===== config.mk =====
export PLATFORM = sky130hd
export DESIGN_NAME = rf3_bus_arbiter
export DESIGN_NICKNAME = d
export VERILOG_FILES = /design/src/rtl/rf3_bus_arbiter.sv
export SDC_FILE = /design/constraint.sdc
export NUM_CORES = 1
export LEC_CHECK = 0
export ABC_CLOCK_PERIOD_IN_PS = 1900
export BUFFER_PORTS_ARGS = -buffer_cell sky130_fd_sc_hd__buf_2
export CELL_PAD_IN_SITES_DETAIL_PLACEMENT = 1
export CELL_PAD_IN_SITES_GLOBAL_PLACEMENT = 1
export CORE_AREA = 5 5 149 151
export CTS_CLUSTER_DIAMETER = 120
export DETAILED_ROUTE_END_ITERATION = 8
export DIE_AREA = 0 0 154 156
export GPL_ROUTABILITY_DRIVEN = 1
export PLACE_DENSITY = 0.79
export SLEW_MARGIN = 5
export SYNTH_ARGS = -nofsm -noshare
export SYNTH_HDL_FRONTEND = slang
export SYNTH_SLANG_ARGS = --single-unit

===== constraint.sdc =====
create_clock -name clk -period 1.9 [get_ports clk]
set_input_delay 0.19 -clock clk [delete_from_list [all_inputs] [get_ports clk]]
set_output_delay 0.19 -clock clk [all_outputs]
set_load 0.01 [all_outputs]

===== src/rtl/rf3_bus_arbiter.sv =====
// rf3_bus_arbiter: round-robin two-master arbiter in front of a 3-entry register file (0x0120..0x0122).
// Ports: clk, reset_n (sync, active-low); per master N: mN_req/mN_wr/mN_addr/mN_wdata in,
// mN_grant/mN_ack/mN_err out; rdata out; register-file side rf_we/rf_waddr/rf_raddr/rf_wdata out, rf_rdata in.
// Option: define RF3_ARB_ERR_EN to flag invalid-address accesses with mN_err alongside mN_ack.
module rf3_bus_arbiter (
  input  logic        clk,
  input  logic        reset_n,
  input  logic        m0_req,
  input  logic        m0_wr,
  input  logic [15:0] m0_addr,
  input  logic [63:0] m0_wdata,
  input  logic        m1_req,
  input  logic        m1_wr,
  input  logic [15:0] m1_addr,
  input  logic [63:0] m1_wdata,
  output logic        m0_grant,
  output logic        m0_ack,
  output logic        m0_err,
  output logic        m1_grant,
  output logic        m1_ack,
  output logic        m1_err,
  output logic [63:0] rdata,
  output logic        rf_we,
  output logic [15:0] rf_waddr,
  output logic [15:0] rf_raddr,
  output logic [63:0] rf_wdata,
  input  logic [63:0] rf_rdata
);
  typedef enum logic [1:0] {IDLE, ACCESS, RESP} state_t;
  state_t      state, state_nxt;
  logic        owner, last, lat_wr, addr_ok, pick, any_req, bad;
  logic [15:0] lat_addr;
  logic [63:0] lat_wdata;
  assign any_req  = m0_req | m1_req;
  // on a tie the master not served last wins; otherwise the lone requester
  assign pick     = (m0_req & m1_req) ? ~last : m1_req;
  assign addr_ok  = lat_addr inside {16'h0120, 16'h0121, 16'h0122};
  assign rf_waddr = lat_addr;
  assign rf_raddr = lat_addr;
  assign rf_wdata = lat_wdata;
`ifdef RF3_ARB_ERR_EN
  assign bad = ~addr_ok;
`else
  assign bad = 1'b0;
`endif
  always_ff @(posedge clk)
    if (!reset_n) state <= IDLE;
    else state <= state_nxt;
  // strobes are gated by reset_n so an aborted access never writes or acks
  always_comb begin
    state_nxt = state == IDLE ? (any_req ? ACCESS : IDLE) : state == ACCESS ? RESP : IDLE;
    m0_grant  = reset_n && state == ACCESS && !owner;
    m1_grant  = reset_n && state == ACCESS && owner;
    m0_ack    = reset_n && state == RESP && !owner;
    m1_ack    = reset_n && state == RESP && owner;
    m0_err    = m0_ack && bad;
    m1_err    = m1_ack && bad;
    rf_we     = reset_n && state == ACCESS && lat_wr && addr_ok;
  end
  always_ff @(posedge clk)
    if (!reset_n) begin
      owner     <= 1'b0;
      last      <= 1'b1;
      lat_wr    <= 1'b0;
      lat_addr  <= '0;
      lat_wdata <= '0;
      rdata     <= '0;
    end else begin
      if (state == IDLE && any_req) begin
        owner     <= pick;
        lat_wr    <= pick ? m1_wr : m0_wr;
        lat_addr  <= pick ? m1_addr : m0_addr;
        lat_wdata <= pick ? m1_wdata : m0_wdata;
      end
      if (state == ACCESS) rdata <= (!lat_wr && addr_ok) ? rf_rdata : '0;
      if (state == RESP) last <= owner;
    end
endmodule


# ---- Yosys cells after proc, flatten, opt, wreduce, memory -nomap -nowiden
# Index checks and enable logic that the tools add are counted.
# W data, S select, Z words.
dict set report word_totals {
  regBits 149
}
dict set report op_classes {
  n_eq_ne 5
  muxes 8
  bitwise_logic 3
  n_reduce_logical 14
}
# operator count
set op_table {}
lappend op_table {{$mux W64} 2}
lappend op_table {{$eq A16 B9 Y1 const B} 3}
lappend op_table {{$mux W16} 1}
lappend op_table {{$logic_and A1 B1 Y1} 10}
lappend op_table {{$mux W2} 2}
lappend op_table {{$mux W1} 3}
lappend op_table {{$reduce_bool A3 Y1} 1}
lappend op_table {{$eq A2 B1 Y1 const B} 1}
lappend op_table {{$eq A2 B2 Y1 const B} 1}
lappend op_table {{$logic_not A1 Y1} 2}
lappend op_table {{$logic_not A2 Y1} 1}
lappend op_table {{$and A1 B1 Y1} 1}
lappend op_table {{$not A1 Y1} 1}
lappend op_table {{$or A1 B1 Y1} 1}

# ---- Depth between registers and ports, before layout
dict set report depth {
  depth_word 4
  mapped_depth 6
}

# ---- Worst setup path before layout
# OpenSTA, ideal clock, no wires.
dict set report synth_path {
  path_kind {reg2reg}
  startpoint {reg lat_addr[3], in the netlist rf_raddr[3]}
  endpoint {reg rdata[14]}
  setup_time_ps 57
  t_arrival_ps 1582
  required_ps 1843
  slack_ps 261
  path_stages_with_launch 6
  path_cell_list {dfxtp_1 nor4b_2 nand4b_1 nor4_4 buf_6 a22o_2}
}
dict set report synth_via {
  elab_chain_len 4
  elab_cells_between_ends 6
}
# item line_no
set synth_lines {}
lappend synth_lines {{start: declaration} 32} ;# logic [15:0] lat_addr;
lappend synth_lines {{start signal: assignment} 72} ;# lat_addr <= pick ? m1_addr : m0_addr;
lappend synth_lines {{$eq A16 B9 Y1} 37} ;# assign addr_ok = lat_addr inside {16'h0120, 16'h0121, 16'h0122};
lappend synth_lines {{$reduce_bool A3 Y1 (*)} 37}
lappend synth_lines {{$logic_and A1 B1 Y1 (*)} 75} ;# if (state == ACCESS) rdata <= (!lat_wr && addr_ok) ? rf_rdata : '0;
lappend synth_lines {{$mux W64 (*)} 75}
lappend synth_lines {{end signal: assignment} 75}
lappend synth_lines {{end: declaration} 22} ;# output logic [63:0] rdata,
# Every way passes the cells marked *; elsewhere a longest branch is shown, timed or not.
# A chain may end at the register's enable or synchronous reset.

# ---- Worst setup path after layout
dict set report layout_path {
  startpoint {reg lat_addr[4], in the netlist rf_raddr[4]}
  endpoint {out rf_we}
}
dict set report layout_via {
  elab_chain_len 3
  elab_cells_between_ends 5
}
# item line_no
set layout_lines {}
lappend layout_lines {{$eq A16 B9 Y1} 37}
lappend layout_lines {{$reduce_bool A3 Y1 (*)} 37}
lappend layout_lines {{$logic_and A1 B1 Y1 (*)} 58} ;# rf_we = reset_n && state == ACCESS && lat_wr && addr_ok;
lappend layout_lines {{end: declaration} 23} ;# output logic rf_we,
# Marked as above.

==> flow_metrics.env <==
export IMPL_status="complete, no violations"
export IMPL_ys_seq_elements=149
export IMPL_drt_iter0_markers=297
export IMPL_slowest_stage="dfxtp_1"
export IMPL_gp_congestion=0.8014
export IMPL_max_stage_delay_ns=0.36
export IMPL_yosysWarnings=0
export IMPL_final_min_clock_period_ns=1.845
export IMPL_overflow=0
export IMPL_routed_wl_um=26520
export IMPL_power_density_nw_per_um2=919.4
export IMPL_fin_crit_sh_pct=97.08
export IMPL_worst_pin_slew_ns=0.7173
export IMPL_seq_area_frac_synth_pct=52.19
export IMPL_async_flop_share_pct=0
export IMPL_synth_top_area_share_pct=52.19
export IMPL_vias=6551
export IMPL_die_w_um=154
export IMPL_io_buffers=394
export IMPL_p_total_mw=8.358
export IMPL_insertion_delay_ns=0.42
export IMPL_worstPathMaxFanout=4
export IMPL_syn_area_um2=5715
export IMPL_yosysTopAreaCell="dfxtp_1"
export IMPL_htree_num_levels=4
export IMPL_synth_area_top_cells="dfxtp_1 52%, nand2_1 11%, a22o_2 9.6%, a31oi_1 8.9%, o21ai_0 7.1%"
export IMPL_grt_pass1_wl_um=39760
export IMPL_setup_worst_path_class="reg2out"
export IMPL_synth_cell_types=24
export IMPL_place_hpwl_um=18520
export IMPL_clkTransAtPathRegs_ns=0.07
export IMPL_wl_per_cell_um=19.67
export IMPL_placed_cell_area_um2=7819
export IMPL_max_cap_violations=0
export IMPL_drtPass1Iterations=6
export IMPL_rows=53
export IMPL_ys_flop_type="dfxtp_1"
export IMPL_finalHoldViolations=0
export IMPL_grt_pass1_vias=6956
export IMPL_cts_tree="done"
export IMPL_ir_drop_mv=0.5550
export IMPL_cp_end_kind="primary output"
export IMPL_slew_headroom_pct=52.18
export IMPL_finalInstanceArea_um2=9091
export IMPL_initial_core_util_pct=27.62
export IMPL_die_area_um2=24020
export IMPL_power_leakage_nw=4.479
export IMPL_postLayoutCoreUtil_pct=43.94
export IMPL_core_um2=20690
export IMPL_antenna_found_initial=6
export IMPL_top_layer="met5"
export IMPL_io_pins=397
export IMPL_yosys_top_cells_count="169 x nand2_1, 149 x dfxtp_1, 81 x a31oi_1, 81 x o21ai_0, 55 x a22o_2"
export IMPL_synth_edf_count=0
export IMPL_m1WireLength_um=10190
export IMPL_cts_root_buf="clkbuf_16"
export IMPL_syn_to_final_growth_pct=59.06
export IMPL_clkSinkCount=149
export IMPL_required_ns=1.71
export IMPL_clockBufferDepth=2
export IMPL_ant_nets=0
export IMPL_die_h_um=156
export IMPL_fmax_mhz=542.2
export IMPL_crit_path_start_kind="flop"
export IMPL_dp_cells=1250
export IMPL_finalMaxSlewViolations=0
export IMPL_yosysMostFrequentCell="nand2_1"
export IMPL_num_nets_final=1289
export IMPL_grt_max_degree=95
export IMPL_arrival_ns=1.65
export IMPL_dr_wl_met2_um=13500
export IMPL_finalSetupViolCount=0
export IMPL_crit_chain="nor4b_2, nand4b_1, buf_4, nor3_2, buf_2"
export IMPL_pre_cts_ws_ns=0.1225
export IMPL_grt_usage_pct=20.89
export IMPL_instances_no_fill=1348
export IMPL_post_route_drc_count=0
export IMPL_avgSynthCellArea_um2=8.889
export IMPL_viasPerCell=4.860
export IMPL_cts_buffers=17
export IMPL_synthCells=643
export IMPL_rsz0062_at_grt="yes"
export IMPL_worst_slack_ns=0.05550
export IMPL_final_setup_skew_ns=0.01446
export IMPL_wl_met3_um=2334
export IMPL_hold_class="in2reg"
export IMPL_drive_gt1_share_pct=47.34
-- flip-flops by register name (all words and copies together), names as in the netlist --
| signal | count |
|---|---|
| rdata | 64 |
| rf_raddr | 16 |
| rf_wdata | 64 |
| last | 1 |
| owner | 1 |
| state | 2 |
| lat_wr | 1 |
-- final timing paths --
kind | from | endpoint | slack (ns) | cells past startpoint
min | m1_addr[14] | rf_raddr[14]$_SDFFE_PN0P_ | 0.02 | 3
max | rf_raddr[4]$_SDFFE_PN0P_ | rf_we | 0.06 | 5
max reg2reg | rf_raddr[11]$_SDFFE_PN0P_ | rdata[39]$_SDFFE_PN0N_ | 0.20 | 5
min reg2reg | rdata[11]$_SDFFE_PN0N_ | rdata[11]$_SDFFE_PN0N_ | 0.48 | 1
-- critical path: cells and delay by family, from the launching register on --
kind                   cells  cell delay (ns)
flip-flops                 1             0.36
AND/OR/NAND/NOR            3             0.53
buffers and inverters      2             0.34
-- through the flow --
step / hold slack, ns / TNS, ns
finish: 0.01713 / 0
global route: 0.01208 / -0.03311
CTS: 0.0002174 / -0.01534
detailed placement: 0.4063 / 0
global placement: 0.4019 / 0
floorplan: 0.3157 / 0
-- report_power, final --
group	switching, mW	internal (mW)
Combinational	0.794	0.626
Clock	1.51	1.97
Sequential	0.126	3.33
-- per-layer routing --
metal | vias up | GRT usage, %
met4 | 8 | 5.845
met2 | 303 | 38.06
met3 | 38 | 7.545
met5 | - | 0
li1 | 3107 | -
met1 | 3095 | 22.92
-- cell families (layout without fill, tap and decap cells) --
group | Yosys count | after routing | share of synthesized area [%]
AND/OR/NAND/NOR | 186 | 186 | 13.09
buffers and inverters | 78 | 505 | 7.224
multiplexers | 1 | 1 | 0.1751
flip-flops | 149 | 149 | 52.19
AO/OA/AOI/OAI | 228 | 228 | 27.26
other | 1 | 4 | 0.06561
-- cells in the final DEF, fill, tap and decap left out, types with 2 or more instances in the layout --
cell           count
a22o_1             9
a22o_2            55
a31oi_1           81
and2_1             2
buf_12             6
buf_2            394
buf_4              7
bufinv_16          2
clkbuf_16         17
clkinvlp_4         3
conb_1             2
dfxtp_1          148
diode_2            2
dlygate4sd3_1     64
inv_1              3
inv_6              6
inv_8              2
nand2_1          168
nor2_1             3
nor2_2             3
nor3_2             2
nor4_2             2
o21ai_0           81
-- cell type report --
cell class | count | area, um2
Antenna cell | 2 | 5.005
Clock buffer | 17 | 425.4
Clock inverter | 14 | 162.7
Fill cell | 2539 | 11600
Inverter | 3 | 11.26
Multi-Input combinational cell | 417 | 2374
Sequential cell | 149 | 2984
Tap cell | 275 | 344.1
Timing Repair Buffer | 471 | 2785
-- repair_timing --
action,CTS,global route
hold buffers,63,1
hold endpoints to repair,63,1
buffers inserted,1,0
cloned,0,0
gates resized for setup,4,4
setup endpoints to repair,2,3
pin swaps,2,1
Note: power is estimated with default switching activity, not from simulation.
